===== src/rtl/buzzer_scheduler.sv =====
// buzzer_scheduler: fixed-priority buzzer arbiter (goal > pad > wall) with play/gap timing.
// Optional BUZZER_GOAL_WARBLE_EN alternates goal/pad tones every WARBLE_TICKS during a goal sound.
module buzzer_scheduler #(
    parameter int WALL_TICKS   = 10,
    parameter int PAD_TICKS    = 20,
    parameter int GOAL_TICKS   = 100,
    parameter int GAP_TICKS    = 4,
    parameter int WARBLE_TICKS = 8
) (
    input  logic       clk,
    input  logic       reset,
    input  logic       game_en,
    input  logic       pause,
    input  logic       req_wall,
    input  logic       req_pad,
    input  logic       req_goal,
    input  logic       tone_wall,
    input  logic       tone_pad,
    input  logic       tone_goal,
    output logic       buzzer,
    output logic [1:0] active,
    output logic       busy
);
    typedef enum logic [1:0] {IDLE, PLAY, GAP} state_t;
    localparam logic [7:0] WALL_LAST = 8'(WALL_TICKS - 1);
    localparam logic [7:0] PAD_LAST  = 8'(PAD_TICKS - 1);
    localparam logic [7:0] GOAL_LAST = 8'(GOAL_TICKS - 1);
    localparam logic [7:0] GAP_LAST  = GAP_TICKS == 0 ? 8'd0 : 8'(GAP_TICKS - 1);
    state_t     state;
    logic [2:0] pend;
    logic [7:0] cnt;
    logic [2:0] pend_eff;
    logic [1:0] hi;
    logic [3:0] hi_oh;
    logic [3:0] act_oh;
    logic [7:0] dur_last;
    logic       grant;
    logic       retrig;
    logic       goal_tone;
    logic       tone_sel;
    // Source ids double as priority ranks: wall 1, pad 2, goal 3; bit id-1 in pend.
    always_comb begin
        pend_eff = pend | {req_goal, req_pad, req_wall};
        hi       = pend_eff[2] ? 2'd3 : pend_eff[1] ? 2'd2 : pend_eff[0] ? 2'd1 : 2'd0;
        hi_oh    = 4'b0001 << hi;
        act_oh   = 4'b0001 << active;
        dur_last = active == 2'd3 ? GOAL_LAST : active == 2'd2 ? PAD_LAST : WALL_LAST;
        grant    = !pause && state != GAP && hi > active;
        retrig   = !pause && state == PLAY && !grant && |(pend_eff & act_oh[3:1]);
        tone_sel = active == 2'd3 ? goal_tone : active == 2'd2 ? tone_pad :
                   active == 2'd1 ? tone_wall : 1'b0;
    end
    assign busy = state != IDLE || |pend;
`ifdef BUZZER_GOAL_WARBLE_EN
    localparam logic [7:0] WARB_LAST = 8'(WARBLE_TICKS - 1);
    logic [7:0] wcnt;
    logic       wph;
    always_ff @(posedge clk) begin
        if (reset || grant || retrig) begin
            wcnt <= 8'd0;
            wph  <= 1'b0;
        end else if (!pause && state == PLAY && game_en && active == 2'd3) begin
            wcnt <= wcnt == WARB_LAST ? 8'd0 : wcnt + 8'd1;
            wph  <= wcnt == WARB_LAST ? ~wph : wph;
        end
    end
    assign goal_tone = wph ? tone_pad : tone_goal;
`else
    assign goal_tone = tone_goal;
`endif
    always_ff @(posedge clk) begin
        if (reset) begin
            state  <= IDLE;
            pend   <= 3'd0;
            cnt    <= 8'd0;
            active <= 2'd0;
            buzzer <= 1'b0;
        end else begin
            buzzer <= state == PLAY && !pause && tone_sel;
            if (grant) begin
                state  <= PLAY;
                active <= hi;
                cnt    <= 8'd0;
                pend   <= pend_eff & ~hi_oh[3:1];
            end else if (retrig) begin
                cnt  <= 8'd0;
                pend <= pend_eff & ~act_oh[3:1];
            end else begin
                pend <= pend_eff;
                if (!pause && game_en && state == PLAY) begin
                    if (cnt == dur_last) begin
                        state  <= GAP_TICKS == 0 ? IDLE : GAP;
                        active <= 2'd0;
                        cnt    <= 8'd0;
                    end else
                        cnt <= cnt + 8'd1;
                end else if (!pause && game_en && state == GAP) begin
                    state <= cnt == GAP_LAST ? IDLE : GAP;
                    cnt   <= cnt == GAP_LAST ? 8'd0 : cnt + 8'd1;
                end
            end
        end
    end
endmodule


===== config.mk =====
export PLATFORM = sky130hd
export DESIGN_NAME = buzzer_scheduler
export DESIGN_NICKNAME = d
export VERILOG_FILES = /design/src/rtl/buzzer_scheduler.sv
export SDC_FILE = /design/constraint.sdc
export NUM_CORES = 1
export LEC_CHECK = 0
export BUFFER_PORTS_ARGS = -buffer_cell sky130_fd_sc_hd__buf_2
export CORE_AREA = 8 8 51 53
export DETAILED_ROUTE_END_ITERATION = 12
export DIE_AREA = 0 0 59 61
export GPL_TIMING_DRIVEN = 0
export HOLD_SLACK_MARGIN = 0.15
export PLACE_DENSITY = 0.71
export SLEW_MARGIN = 20
export SYNTH_ARGS = -nofsm -noshare
export SYNTH_HDL_FRONTEND = slang
export SYNTH_SLANG_ARGS = --single-unit

===== constraint.sdc =====
create_clock -name clk -period 2.1 [get_ports clk]
set_input_delay 0.105 -clock clk [delete_from_list [all_inputs] [get_ports clk]]
set_output_delay 0.105 -clock clk [all_outputs]
set_load 0.01 [all_outputs]

Word-level counts from Yosys, hierarchy flattened
Cells that the tools add are included.
{ "word_totals": {"output_inout_bits": 4, "register_bits": 16, "input_bits": 10} }
{ "classes": {"n_eq_ne": 11, "bitwise": 7, "n_lt_le_gt_ge": 1, "addsub": 1, "mux": 24, "shifts": 2, "reduce_logical": 24} }
{ "ops": {"columns": ["cell", "n"], "rows": [
  ["$mux W8", 4],
  ["$mux W2", 10],
  ["$and A3 B3 Y3", 3],
  ["$logic_and A1 B1 Y1", 9],
  ["$reduce_and A3 Y1", 3],
  ["$reduce_or A3 Y1", 3],
  ["$add A8 B1 Y8 const B", 1],
  ["$eq A8 B2 Y1 const B", 1],
  ["$eq A8 B7 Y1", 1],
  ["$reduce_bool A2 Y1", 4],
  ["$shl A1 B2 Y4 const A", 2],
  ["$mux W7", 1],
  ["$eq A2 B2 Y1 const B", 3],
  ["$mux W1", 6],
  ["$mux W3", 2],
  ["$not A3 Y3", 2],
  ["$mux W5", 1],
  ["$eq A2 B1 Y1 const B", 2],
  ["$ne A2 B2 Y1 const B", 2],
  ["$ne A3 B2 Y1 const B", 1],
  ["$or A3 B3 Y3", 1],
  ["$reduce_bool A3 Y1", 1],
  ["$gt A2 B2 Y1", 1],
  ["$logic_not A1 Y1", 2],
  ["4 further kinds", 4]
]} }

Logic depth before layout (Yosys ltp)
{ "logic_depth": {"word_depth": 11, "depth_mapped": 8} }

Worst setup path before layout
No wires, ideal clock.
{ "synth_path": {"kind": "register to register", "from": "reg pend[2]", "to": "reg cnt[0]", "t_arrival_ps": 1792, "stages_incl_launch_ff": 9, "path_slack_ps": 189, "synth_period_minus_slack_ps": 1911, "required_time_ps": 1982, "setup_time_ps": 118, "n_path_buf": 0, "cell_sequence": "dfxtp_1 nor2_1 o31a_1 ha_1 a21o_1 a221oi_1 a311oi_1 nand3b_2 nor2_1"} }
{ "synth_between": {"elab_chain_len": 8} }
{ "synth_lines": {"columns": ["item", "line", "source"], "rows": [
  ["start: declaration", "30", "logic [2:0] pend;"],
  ["start signal: assignment", "84", "pend <= pend_eff & ~hi_oh[3:1];"],
  ["start signal: assignment", "87", "pend <= pend_eff & ~act_oh[3:1];"],
  ["start signal: assignment", "89", "pend <= pend_eff;"],
  ["$or A3 B3 Y3 (*)", "43", "pend_eff = pend | {req_goal, req_pad, req_wall};"],
  ["$mux W2", "44", "hi = pend_eff[2] ? 2'd3 : pend_eff[1] ? 2'd2 : pend_eff[0] ? 2'd1 : 2'd0;"],
  ["$gt A2 B2 Y1", "48", "grant = !pause && state != GAP && hi > active;"],
  ["$logic_and A1 B1 Y1", "48", null],
  ["$logic_not A1 Y1", "49", "retrig = !pause && state == PLAY && !grant && |(pend_eff & act_oh[3:1]);"],
  ["$logic_and A1 B1 Y1 (2 in series)", "49", null],
  ["$reduce_or A3 Y1 (no line) (*)", null, null],
  ["end signal: assignment", "96", "cnt <= cnt + 8'd1;"],
  ["end signal: assignment", "99", "cnt <= cnt == GAP_LAST ? 8'd0 : cnt + 8'd1;"],
  ["end: declaration", "31", "logic [7:0] cnt;"]
]} }
Mark *: on every way between the ends. The rest lies on a longest branch, timed or not.
A chain may end at the register's enable or synchronous reset.

Worst setup path in the final report
{ "layout_path": {"from": "reg pend[0]", "to": "reg cnt[1]"} }
{ "layout_between": {"elab_chain_len": 10} }
{ "layout_lines": {"columns": ["item", "line"], "rows": [
  ["$or A3 B3 Y3 (*)", "43"],
  ["$mux W1", "44"],
  ["$mux W2 (2 in series)", "44"],
  ["$gt A2 B2 Y1", "48"],
  ["$logic_and A1 B1 Y1", "48"],
  ["$logic_not A1 Y1", "49"],
  ["$logic_and A1 B1 Y1 (2 in series)", "49"],
  ["$reduce_or A3 Y1 (no line) (*)", null]
]} }
Marked as above.

==> results.toml <==
[sta]
hold_violations = 0
tightest_slew_ns = 0.501
skew_ns = 0.0161
rsz0062_at_grt = "no"
relSlewSlack_pct = 66.1
fmax_mhz = 516
finalCritPeriodShare_pct = 92.3
setup_ws_ns = 0.163
slew_violations = 0
fin_crit_ns = 1.94
setup_viol = 0

[hold_path]
worstHoldStart = "reset"
hold_depth = 2
holdPathEnd = "state[0]$_SDFFE_PP0P_"
min_path_type = "in2reg"

[global_routing]
antenna_found_initial = 0
grt_pass1_wl_um = 3650
grt_pass1_vias = 858
grt_start_max_net_pins = 11
grt_usage_pct = 12.6
grt_overflow = 0

[critical_path]
cp_max_fo = 8
r2r-end = "cnt[1]$_SDFFE_PP0P_"
path_class = "reg2reg"
worstPathRequired_ns = 2.28
rr_startpoint = "pend[0]$_SDFF_PP0_"
r2r_slack_ns = 0.16
startpoint_type = "flop"
reg2reg_depth = 8
end_kind = "flop"
worstPathArrival_ns = 2.12

[synthesis]
synth_warnings = 0
yosys.area.top_type = "dfxtp_1"
synth_compound_area_share_pct = 22.9
netlist_top_cells_area = "dfxtp_1 (33%), nor2_1 (5.5%), xor2_1 (4.6%), nand2_1 (4.3%), ha_1 (3.9%)"
synth_edf_count = 0
ys_seq_elements = 16
synthCells = 113
synth_area_per_cell_sq_um = 8.49
synth_cell_type_count = 41
synthXorXnorAreaFrac_pct = 6.39
synth_top_family_by_area = "simple AND/OR/NAND/NOR gates"
synthMuxAreaShare_pct = 3.26
synth_ff_type = "dfxtp_1"
synthAdderAreaFrac_pct = 3.91
synth_area_sq_um = 960
syn_nets = 126
synth_seq_area_share_pct = 33.4
synth_top_area_share_pct = 33.4
yosys.area_share.simple_pct = 25.6
async_flop_share_pct = 0

[placed_design]
hpwlAfterDp_um = 1600
place_congestion = 0.818
dp_slack_ns = -0.184
dpl-instance-area_sq_mm = 0.00105
port_buffers = 12
numPlacedInstances = 152

[cts]
clk_latency_ns = 0.29
numCtsBuffers = 3
cts_buffer_depth = 2
cts_tree = "yes"
path_clk_slew_ns = 0.11
cts.sinks = 16
htree_levels = 1
root_buffer = "clkbuf_4"

[detailed_routing]
ant_nets = 0
routed_wl_um = 2120
via_per_inst = 5.65
vias = 892
wl_per_cell_um = 13.4
drt_iter0_markers = 14
drc = 0
first_pass_iters = 4

[finish]
final_cell_mix = "dfxtp_1 (16), nor2_1 (13), buf_2 (12), nand2_1 (11)"
stdcell_count = 158
n_antenna_cell = 0
drive_gt1_share_pct = 22.1
areaGrowthSynthToFinish_pct = 19.9
stdcell_area_sq_mm = 0.00115
final_common_cell = "dfxtp_1"
nNetsFinal = 145

[job]
cap_violations = 0

[floorplanning]
die_h_um = 61
dieArea_sq_mm = 0.00360
start_util_pct = 52.1
ios = 14
core_area_sq_mm = 0.00184
die_w_um = 59
core.rowCount = 16

[pwr]
p_leak_uw = 0.000438
p_per_area_mw_per_mm2 = 641
power_uw = 738
peakVddDrop_mv = 0.374

[status]
status = "finished, final reports clean"
state kept, by name, summed over array words and instances (netlist names):
signal,count
active,2
state,2
buzzer,1
pend,3
cnt,8
area by class of cell:
class | count | area, sq um
plain buffers | 3 | 22.5
clock buffers | 4 | 36.3
fillers | 172 | 691
inverters | 5 | 21.3
multi-input cells | 89 | 639
flip-flops and latches | 16 | 320
well taps | 27 | 33.8
repair buffers | 14 | 77.6
stage by stage:
stage          TNS, ns  utilization (%)  hold slack, ns
2_1_floorplan        0                -           0.184
3_3_place_gp     -1.74             57.2           0.366
3_5_place_dp     -1.46             57.2           0.366
4_1_cts              0             61.5           0.179
5_1_grt              0             62.5           0.223
6_report             0             62.5           0.178
routing by layer:
layer	vias to the layer above	global-route usage, %	part of all wire, %
met3	6	2.12	3.4
met5	-	0	0
met2	13	22.6	51
met4	0	4.44	1.2
li1	449	-	-
met1	424	14.6	45
worst max-delay path by stage:
stage	startpoint	endpoint	slack (ns)	cells past startpoint
3_5_place_dp	pend[2]$_SDFF_PP0_	cnt[6]$_SDFFE_PP0P_	-0.18	8
5_1_grt	pend[1]$_SDFF_PP0_	cnt[7]$_SDFFE_PP0P_	0.07	8
2_1_floorplan	pend[2]$_SDFF_PP0_	cnt[0]$_SDFFE_PP0P_	0.19	8
6_report	pend[0]$_SDFF_PP0_	cnt[1]$_SDFFE_PP0P_	0.16	8
3_3_place_gp	pend[2]$_SDFF_PP0_	cnt[3]$_SDFFE_PP0P_	-0.21	8
4_1_cts	pend[2]$_SDFF_PP0_	cnt[7]$_SDFFE_PP0P_	0.06	8
cell usage after synthesis (2+ instances only):
master     instances
nor4_1             3
a31oi_1            2
a21oi_1            7
o2111ai_1          2
ha_1               3
xor2_1             5
or3_1              2
nor3_1             3
dfxtp_1           16
nand2b_1           6
nand2_1           11
xnor2_1            2
o21ai_0            2
inv_1              4
a211o_1            2
nand4_1            2
o211ai_1           3
mux2i_1            2
nor2_1            14
logic make-up after synthesis:
kind of cell	count (synthesis)
compound gates	28
xor+xnor	7
fa+ha+maj	3
buf+inv	8
flops	16
mux	3
simple gates	48
worst max-delay path, cell delays in order (launching register included):
cell and delay, ns:
dfxtp_1 0.35, nor2_1 0.07, o31a_1 0.25, ha_1 0.27, a21o_1 0.18, a21oi_2 0.08
a2111oi_4 0.30, nand3b_4 0.26, nor2_1 0.06
where the power goes:
group	internal (uW)	switching, uW	leakage (uW)
logic	80.4	116	0.000287
registers	318	14.0	0.000130
clock network	105	104	0.0000210
total	504	234	0.000438
timing repair:
item                       4_1_cts  5_1_grt
hold buffers                     1        0
setup endpoints to repair       12       13
pin swaps                        1        0
hold endpoints to repair         1        0
setup buffers                    1        0
gates resized for setup          4        3
cloned                           0        0
Note: power is estimated with default switching activity, not from simulation.
